<file path="src/rtl/apb_pkg.sv">
`default_nettype none
// ============================================================================
//  Module      : apb_pkg
//  Description : Shared APB bridge definitions. Holds the transfer state
//                encoding and the strobe-width helper used by both the APB
//                requester (master adapter) and the APB completer (slave
//                adapter), so the two ends agree on pstrb width.
//  Revision    : 1.0 - initial release
// ============================================================================
package apb_pkg;

    // Transfer phase of the requester. IDLE waits for a local request,
    // SETUP/ACCESS are the two APB phases, RESP holds the local response.
    typedef enum logic [1:0] {
        APB_IDLE   = 2'd0,
        APB_SETUP  = 2'd1,
        APB_ACCESS = 2'd2,
        APB_RESP   = 2'd3
    } apb_state_e;

    // Number of pstrb bits for a given data width. Buses narrower than a
    // byte still carry a single strobe; wider buses round up to a power of
    // two bytes.
    function automatic int apb_byte_count(input int data_width);
        if (data_width < 8) begin
            return 1;
        end
        return 2 ** ($clog2(data_width) - 3);
    endfunction

endpackage : apb_pkg
`default_nettype wire

</file>
<file path="src/rtl/apb_master_adapter.sv">
`default_nettype none
// ============================================================================
//  Module      : apb_master_adapter
//  Description : Local valid/ready request/response port to APB requester.
//                Takes one register read or write, runs the APB SETUP and
//                ACCESS phases, waits for pready (with an optional timeout)
//                and returns read data / error on the response port.
//                Only one transfer is outstanding at a time.
//  Ports       :
//    pclk, preset          clock, asynchronous active-high reset
//    req_valid/req_ready   request handshake (ready only while idle)
//    req_addr/req_write    request address and direction
//    req_wstrb/req_wdata   write strobes and write data
//    rsp_valid/rsp_ready   response handshake
//    rsp_rdata/rsp_err     read data (0 for writes/timeouts), error flag
//    paddr..pwdata         APB requester outputs (all registered)
//    prdata/pready/pslverr APB completer inputs, sampled only in ACCESS
//  Revision    : 1.0 - initial release
// ============================================================================
module apb_master_adapter
    import apb_pkg::*;
#(
    parameter int ADDR_WIDTH     = 12,
    parameter int DATA_WIDTH     = 32,
    parameter int BYTE_EN        = 0,
    parameter int TIMEOUT_CYCLES = 16,
    parameter int BYTE_COUNT     = apb_byte_count(DATA_WIDTH)
) (
    input  logic                  pclk,
    input  logic                  preset,

    input  logic                  req_valid,
    output logic                  req_ready,
    input  logic [ADDR_WIDTH-1:0] req_addr,
    input  logic                  req_write,
    input  logic [BYTE_COUNT-1:0] req_wstrb,
    input  logic [DATA_WIDTH-1:0] req_wdata,

    output logic                  rsp_valid,
    input  logic                  rsp_ready,
    output logic [DATA_WIDTH-1:0] rsp_rdata,
    output logic                  rsp_err,

    output logic [ADDR_WIDTH-1:0] paddr,
    output logic                  psel,
    output logic                  penable,
    output logic                  pwrite,
    output logic [BYTE_COUNT-1:0] pstrb,
    output logic [DATA_WIDTH-1:0] pwdata,
    input  logic [DATA_WIDTH-1:0] prdata,
    input  logic                  pready,
    input  logic                  pslverr
);

    // Counter must reach TIMEOUT_CYCLES-1; keep at least one bit when the
    // timeout is disabled so the register stays legal.
    localparam int CW = (TIMEOUT_CYCLES == 0) ? 1 : $clog2(TIMEOUT_CYCLES + 1);
    localparam logic [CW-1:0] c_TIMEOUT_LAST =
        CW'((TIMEOUT_CYCLES == 0) ? 0 : (TIMEOUT_CYCLES - 1));

    apb_state_e    r_state;
    logic [CW-1:0] r_count;
    logic          w_timeout;

    // Expires on the TIMEOUT_CYCLES-th ACCESS cycle without pready.
    assign w_timeout = (TIMEOUT_CYCLES != 0) && (r_count == c_TIMEOUT_LAST);

    // The only combinational output: a request can be taken only when idle.
    assign req_ready = (r_state == APB_IDLE);

    always_ff @(posedge pclk or posedge preset) begin
        if (preset) begin
            r_state   <= APB_IDLE;
            r_count   <= '0;
            paddr     <= '0;
            psel      <= 1'b0;
            penable   <= 1'b0;
            pwrite    <= 1'b0;
            pstrb     <= '0;
            pwdata    <= '0;
            rsp_valid <= 1'b0;
            rsp_rdata <= '0;
            rsp_err   <= 1'b0;
        end else begin
            case (r_state)
                APB_IDLE: begin
                    if (req_valid) begin
                        paddr   <= req_addr;
                        pwrite  <= req_write;
                        pwdata  <= req_wdata;
                        // Reads never drive strobes; writes either pass the
                        // request strobes through or enable every byte.
                        pstrb   <= req_write ?
                                   ((BYTE_EN != 0) ? req_wstrb : {BYTE_COUNT{1'b1}}) :
                                   '0;
                        psel    <= 1'b1;
                        penable <= 1'b0;
                        r_state <= APB_SETUP;
                    end
                end

                APB_SETUP: begin
                    penable <= 1'b1;
                    r_count <= '0;
                    r_state <= APB_ACCESS;
                end

                APB_ACCESS: begin
                    // pready is checked first so a completion on the same
                    // cycle as the timeout is treated as a normal transfer.
                    if (pready) begin
                        psel      <= 1'b0;
                        penable   <= 1'b0;
                        rsp_valid <= 1'b1;
                        rsp_err   <= pslverr;
                        rsp_rdata <= pwrite ? '0 : prdata;
                        r_state   <= APB_RESP;
                    end else if (w_timeout) begin
                        psel      <= 1'b0;
                        penable   <= 1'b0;
                        rsp_valid <= 1'b1;
                        rsp_err   <= 1'b1;
                        rsp_rdata <= '0;
                        r_state   <= APB_RESP;
                    end else if (r_count != {CW{1'b1}}) begin
                        r_count <= r_count + 1'b1;
                    end
                end

                APB_RESP: begin
                    if (rsp_ready) begin
                        rsp_valid <= 1'b0;
                        rsp_err   <= 1'b0;
                        r_state   <= APB_IDLE;
                    end
                end

                default: begin
                    r_state <= APB_IDLE;
                end
            endcase
        end
    end

endmodule : apb_master_adapter
`default_nettype wire

</file>
<file path="config.mk">
export PLATFORM = sky130hd
export DESIGN_NAME = apb_master_adapter
export DESIGN_NICKNAME = d
export VERILOG_FILES = /design/src/rtl/apb_pkg.sv /design/src/rtl/apb_master_adapter.sv
export SDC_FILE = /design/constraint.sdc
export NUM_CORES = 1
export LEC_CHECK = 0
export CAP_MARGIN = 0
export CORE_MARGIN = 3
export CORE_UTILIZATION = 30
export CTS_BUF_LIST = sky130_fd_sc_hd__clkbuf_2
export CTS_CLUSTER_SIZE = 24
export DETAILED_ROUTE_END_ITERATION = 10
export MAX_ROUTING_LAYER = met4
export PLACE_DENSITY = 0.67
export REMOVE_ABC_BUFFERS = 1
export SYNTH_ARGS = -nofsm -noshare
export SYNTH_HDL_FRONTEND = slang
export SYNTH_SLANG_ARGS = --single-unit
</file>
<file path="constraint.sdc">
create_clock -name pclk -period 9.1 [get_ports pclk]
set_input_delay 1.82 -clock pclk [delete_from_list [all_inputs] [get_ports pclk]]
set_output_delay 1.82 -clock pclk [all_outputs]
set_load 0.01 [all_outputs]
</file>
# [Yosys cells after proc, flatten, opt, wreduce, memory -nomap -nowiden]
# Index checks and enable logic that the tools add are counted.
[totals] input_bits=87 out_inout_bits=86 reg_bits=92 wordCells=61
[op_classes] muxes=25 addsub=1 eq_ne=11 reduce_logical=13
[op_table] operator="$mux W32" n=3
[op_table] operator="$mux W5" n=3
[op_table] operator="$reduce_and A3 Y1" n=4
[op_table] operator="$ne A2 B2 Y1 const B" n=5
[op_table] operator="$pmux W5 S2" n=1
[op_table] operator="$mux W1" n=8
[op_table] operator="$mux W2" n=4
[op_table] operator="$pmux W2 S4" n=1
[op_table] operator="$reduce_bool A2 Y1" n=4
[op_table] operator="$pmux W1 S2" n=3
[op_table] operator="$add A5 B1 Y5 const B" n=1
[op_table] operator="$eq A5 B4 Y1 const B" n=1
[op_table] operator="$ne A5 B5 Y1 const B" n=1
[op_table] operator="$eq A2 B2 Y1 const B" n=2
[op_table] operator="$mux W4" n=1
[op_table] operator="$reduce_and A2 Y1" n=2
[op_table] operator="$reduce_and A4 Y1" n=1
[op_table] operator="$ne A3 B3 Y1 const B" n=1
[op_table] operator="$pmux W1 S3" n=1
[op_table] operator="$reduce_bool A3 Y1" n=1
[op_table] operator="$eq A2 B1 Y1 const B" n=1
[op_table] operator="$logic_not A2 Y1" n=1

# [Depth between registers and ports, before layout]
[depth] depth_word=5 depth_mapped=7 mapped_depth_nobuf=6

# [Worst setup path after synthesis]
# OpenSTA, ideal clock, no wires.
[synth_timing] path_type="input to register" start="input port pready" end="register r_count[0]" setup_slack_ns=6.347 required_time_ns=8.977 t_arrival_ns=2.631 path_stages=4 path_cell_list="buf_6 or4b_4 nand3_1 o21ai_1"
[synth_between] elab_chain_cells=2
[synth_rtl] item="start, declared" line_no="apb_master_adapter.sv:51" source="input logic pready,"
[synth_rtl] item="$ne A2 B2 Y1 (no source line)"
[synth_rtl] item="$reduce_and A4 Y1 (no source line)"
[synth_rtl] item="end signal, assigned" line_no="apb_master_adapter.sv:126" source="r_count <= r_count + 1'b1;"
[synth_rtl] item="end, declared" line_no="apb_master_adapter.sv:62" source="logic [CW-1:0] r_count;"
# No other way between the ends.
# A chain may end at the register's enable or synchronous reset.

# [Worst setup path after layout]
[layout_timing] start="register r_state[0]" end="output port req_ready"
[layout_between] elab_chain_cells=1
[layout_rtl] item="start, declared" line_no="apb_master_adapter.sv:61" source="apb_state_e r_state;"
[layout_rtl] item="start signal, assigned" line_no="apb_master_adapter.sv:73" source="r_state <= APB_IDLE;"
[layout_rtl] item="start signal, assigned" line_no="apb_master_adapter.sv:98" source="r_state <= APB_SETUP;"
[layout_rtl] item="start signal, assigned" line_no="apb_master_adapter.sv:105" source="r_state <= APB_ACCESS;"
[layout_rtl] item="$logic_not A2 Y1" line_no="apb_master_adapter.sv:69" source="assign req_ready = (r_state == APB_IDLE);"
[layout_rtl] item="end, declared" line_no="apb_master_adapter.sv:33" source="output logic req_ready,"
# No other way between the ends.

==> results.json <==
{
  "wl_met3_um": 664,
  "fin_crit_sh_pct": 41.4,
  "vias_per_cell": 4.57,
  "place_hpwl_mm": 6.18,
  "cts_buffer_depth": 2,
  "dpl_cell_area_um2": 5270,
  "synth-edff-count": 0,
  "n_antenna_cell": 0,
  "drt_iter0_drc": 90,
  "core_um2": 11100,
  "antenna_found_initial": 0,
  "cts.reportedPaths.clkPinSlew_ns": 0.22,
  "dr.max_layer_used": "met4",
  "root_buffer": "clkbuf_2",
  "synth_flop_cell": "dfrtp_1",
  "drtPass1Iterations": 4,
  "arrival_ns": 1.95,
  "setup_viol": 0,
  "instances_no_fill": 550,
  "vias": 2515,
  "syn_to_final_growth_pct": 54.2,
  "clock_skew_ns": 0.0203,
  "routed_wl_mm": 8.69,
  "syn_inst": 240,
  "ys_top_cells_by_area": "dfrtp_1, mux2_2, a22o_1",
  "cts_sinks": 88,
  "finalInstanceArea_um2": 5370,
  "drc": 0,
  "rsz0062_at_grt": "no",
  "row_count": 38,
  "crit_buf_inv": 2,
  "worst_slack_ns": 5.33,
  "synth.distinct_cells": 26,
  "post_cts_buffers": 0,
  "cp_slowest_cell": "clkdlybuf4s50_1",
  "synth_warnings": 0,
  "async_flop_share_pct": 100,
  "fin_setup_tns_ns": 0,
  "preCtsSetupSlack_ns": 5.41,
  "path_cells": "inv_1 -> ha_1 -> clkdlybuf4s50_1",
  "status": "completed",
  "yosysTopAreaCell": "dfrtp_1",
  "clock.fmax_ghz": 0.265,
  "place_congestion": 0.677,
  "finalNetCount": 499,
  "worstSetupPathType": "reg2out",
  "fill_cells": 1031,
  "cts_buffers": 9,
  "grt-ovfl-total": 0,
  "fin_crit_ns": 3.77,
  "hold_buffers": 0,
  "syn_area_per_cell_um2": 14.5,
  "drive_above_1_share_pct": 17.3,
  "hold_viol_final": 0,
  "ys_seq_elements": 88,
  "synth_top_area_share_pct": 63.2,
  "cp-start-kind": "flip-flop",
  "p_total_mw": 1.71,
  "finalMaxSlewViolations": 0,
  "die_w_um": 114,
  "grt_max_degree": 89,
  "synth_area_um2": 3480,
  "cts_tree": "done",
  "routedWlPerCell_um": 15.8,
  "ant_nets": 0,
  "worst_pin_slew_ns": 1.09,
  "wl_met2_mm": 4.22,
  "whs_ns": 0.487,
  "yosysSeqAreaShare_pct": 63.2,
  "io_pins": 173,
  "crit_path_end_kind": "output port",
  "placedCellCount": 534,
  "cts_htree_levels": 3,
  "p_leak_nw": 2.31,
  "cellPowerDensity_nw_per_um2": 319,
  "required_ns": 7.28,
  "finish.utilization_pct": 48.5,
  "fp.dieH_um": 114,
  "peakVddDrop_uv": 168,
  "critPathTopFamily": "buffers and inverters",
  "clock_latency_ns": 0.55,
  "synthTopCellsByCount": "dfrtp_1, mux2_2, a22o_1",
  "cts_resized": 0,
  "crit_fanout": 5,
  "slew-limit-headroom_pct": 27.3,
  "grt_pass1_vias": 2773,
  "critical_path.max_stage_delay_ns": 0.58,
  "portBuffers": 168,
  "hp-class": "reg2reg",
  "start_util_pct": 31.4,
  "drv_cap": 0,
  "track_usage_pct": 14.2,
  "grt_pass1_wl_mm": 14.0,
  "dieArea_um2": 12900,
  "yosysMostFrequentCell": "dfrtp_1",
  "wl_met1_mm": 3.67
}
[logic make-up (layout without fill, tap and decap cells)]
group	after synthesis	after routing	share of synthesized area (%)
flops	88	88	63.2
mux	49	49	15.8
compound gates	43	43	9.88
simple gates	31	31	5.17
buf+inv	22	192	3.45
fa+ha+maj	7	7	2.51
[routing by layer]
layer  vias to the layer above  GRT usage (%)
li1                       1190              -
met1                      1222           17.2
met2                        92           22.1
met3                        11           5.57
met4                         0           4.25
met5                         -              -
[registers in the layout, summed over array words and instances, names as in the netlist, 2 cells and up]
name,count
paddr,12
r_count,5
r_state,2
pwdata,32
rsp_rdata,32
[cells in the final DEF (no fill, tap or decap)]
master and instances:
clkdlybuf4s50_1 168, dfrtp_1 88, mux2_2 47, a22o_1 32
clkbuf_2 11, nand2_1 9, ha_1 7, nor2b_1 5
o21ai_0 5, nand3_1 4, inv_1 4, nor3_1 3
clkinv_2 3, buf_4 3, nand2b_1 2, o21ai_1 2
mux2i_1 2, clkinv_1 2, o21ai_2 1, nor2_2 1
or4b_4 1, nor4b_2 1, nand4_1 1, nor3b_2 1
o32a_1 1, nand2_2 1, and3_1 1, a21oi_1 1
nor2_1 1, o311ai_0 1, bufinv_16 1
[worst register-to-register path, cell delays in order, from the launching register on]
cell and delay [ns]:
dfrtp_1 0.46, inv_1 0.08, ha_1 0.27, nand2_2 0.80
mux2_2 0.46
[final cells by class]
class / count / area (um2) / area share (%)
inverter: 5 / 20.0 / 0.373
sequential: 88 / 2200 / 41.0
multi-input combinational: 130 / 1170 / 21.7
timing repair buffer: 171 / 1700 / 31.7
clock buffer: 11 / 55.1 / 1.02
clock inverter: 5 / 47.5 / 0.885
tap: 140 / 175 / 3.26
[final timing paths]
check,from,to,slack (ns),cells after the start
worst max-delay path,r_state[0],req_ready,5.33,3
worst min-delay path,r_count[3],r_count[3],0.49,1
worst max register to register,r_state[0],pwdata[11],6.94,4
worst min register to register,r_count[3],r_count[3],0.49,1
max in group asynchronous,preset,rsp_rdata[2],6.51,3
min in group asynchronous,preset,pwdata[14],1.91,3
[power breakdown]
| part | internal, mW | switching (mW) |
|---|---|---|
| logic | 0.532 | 0.321 |
| clock network | 0.0632 | 0.126 |
| registers | 0.572 | 0.0996 |
No activity file was read; power rests on OpenSTA's default activity.
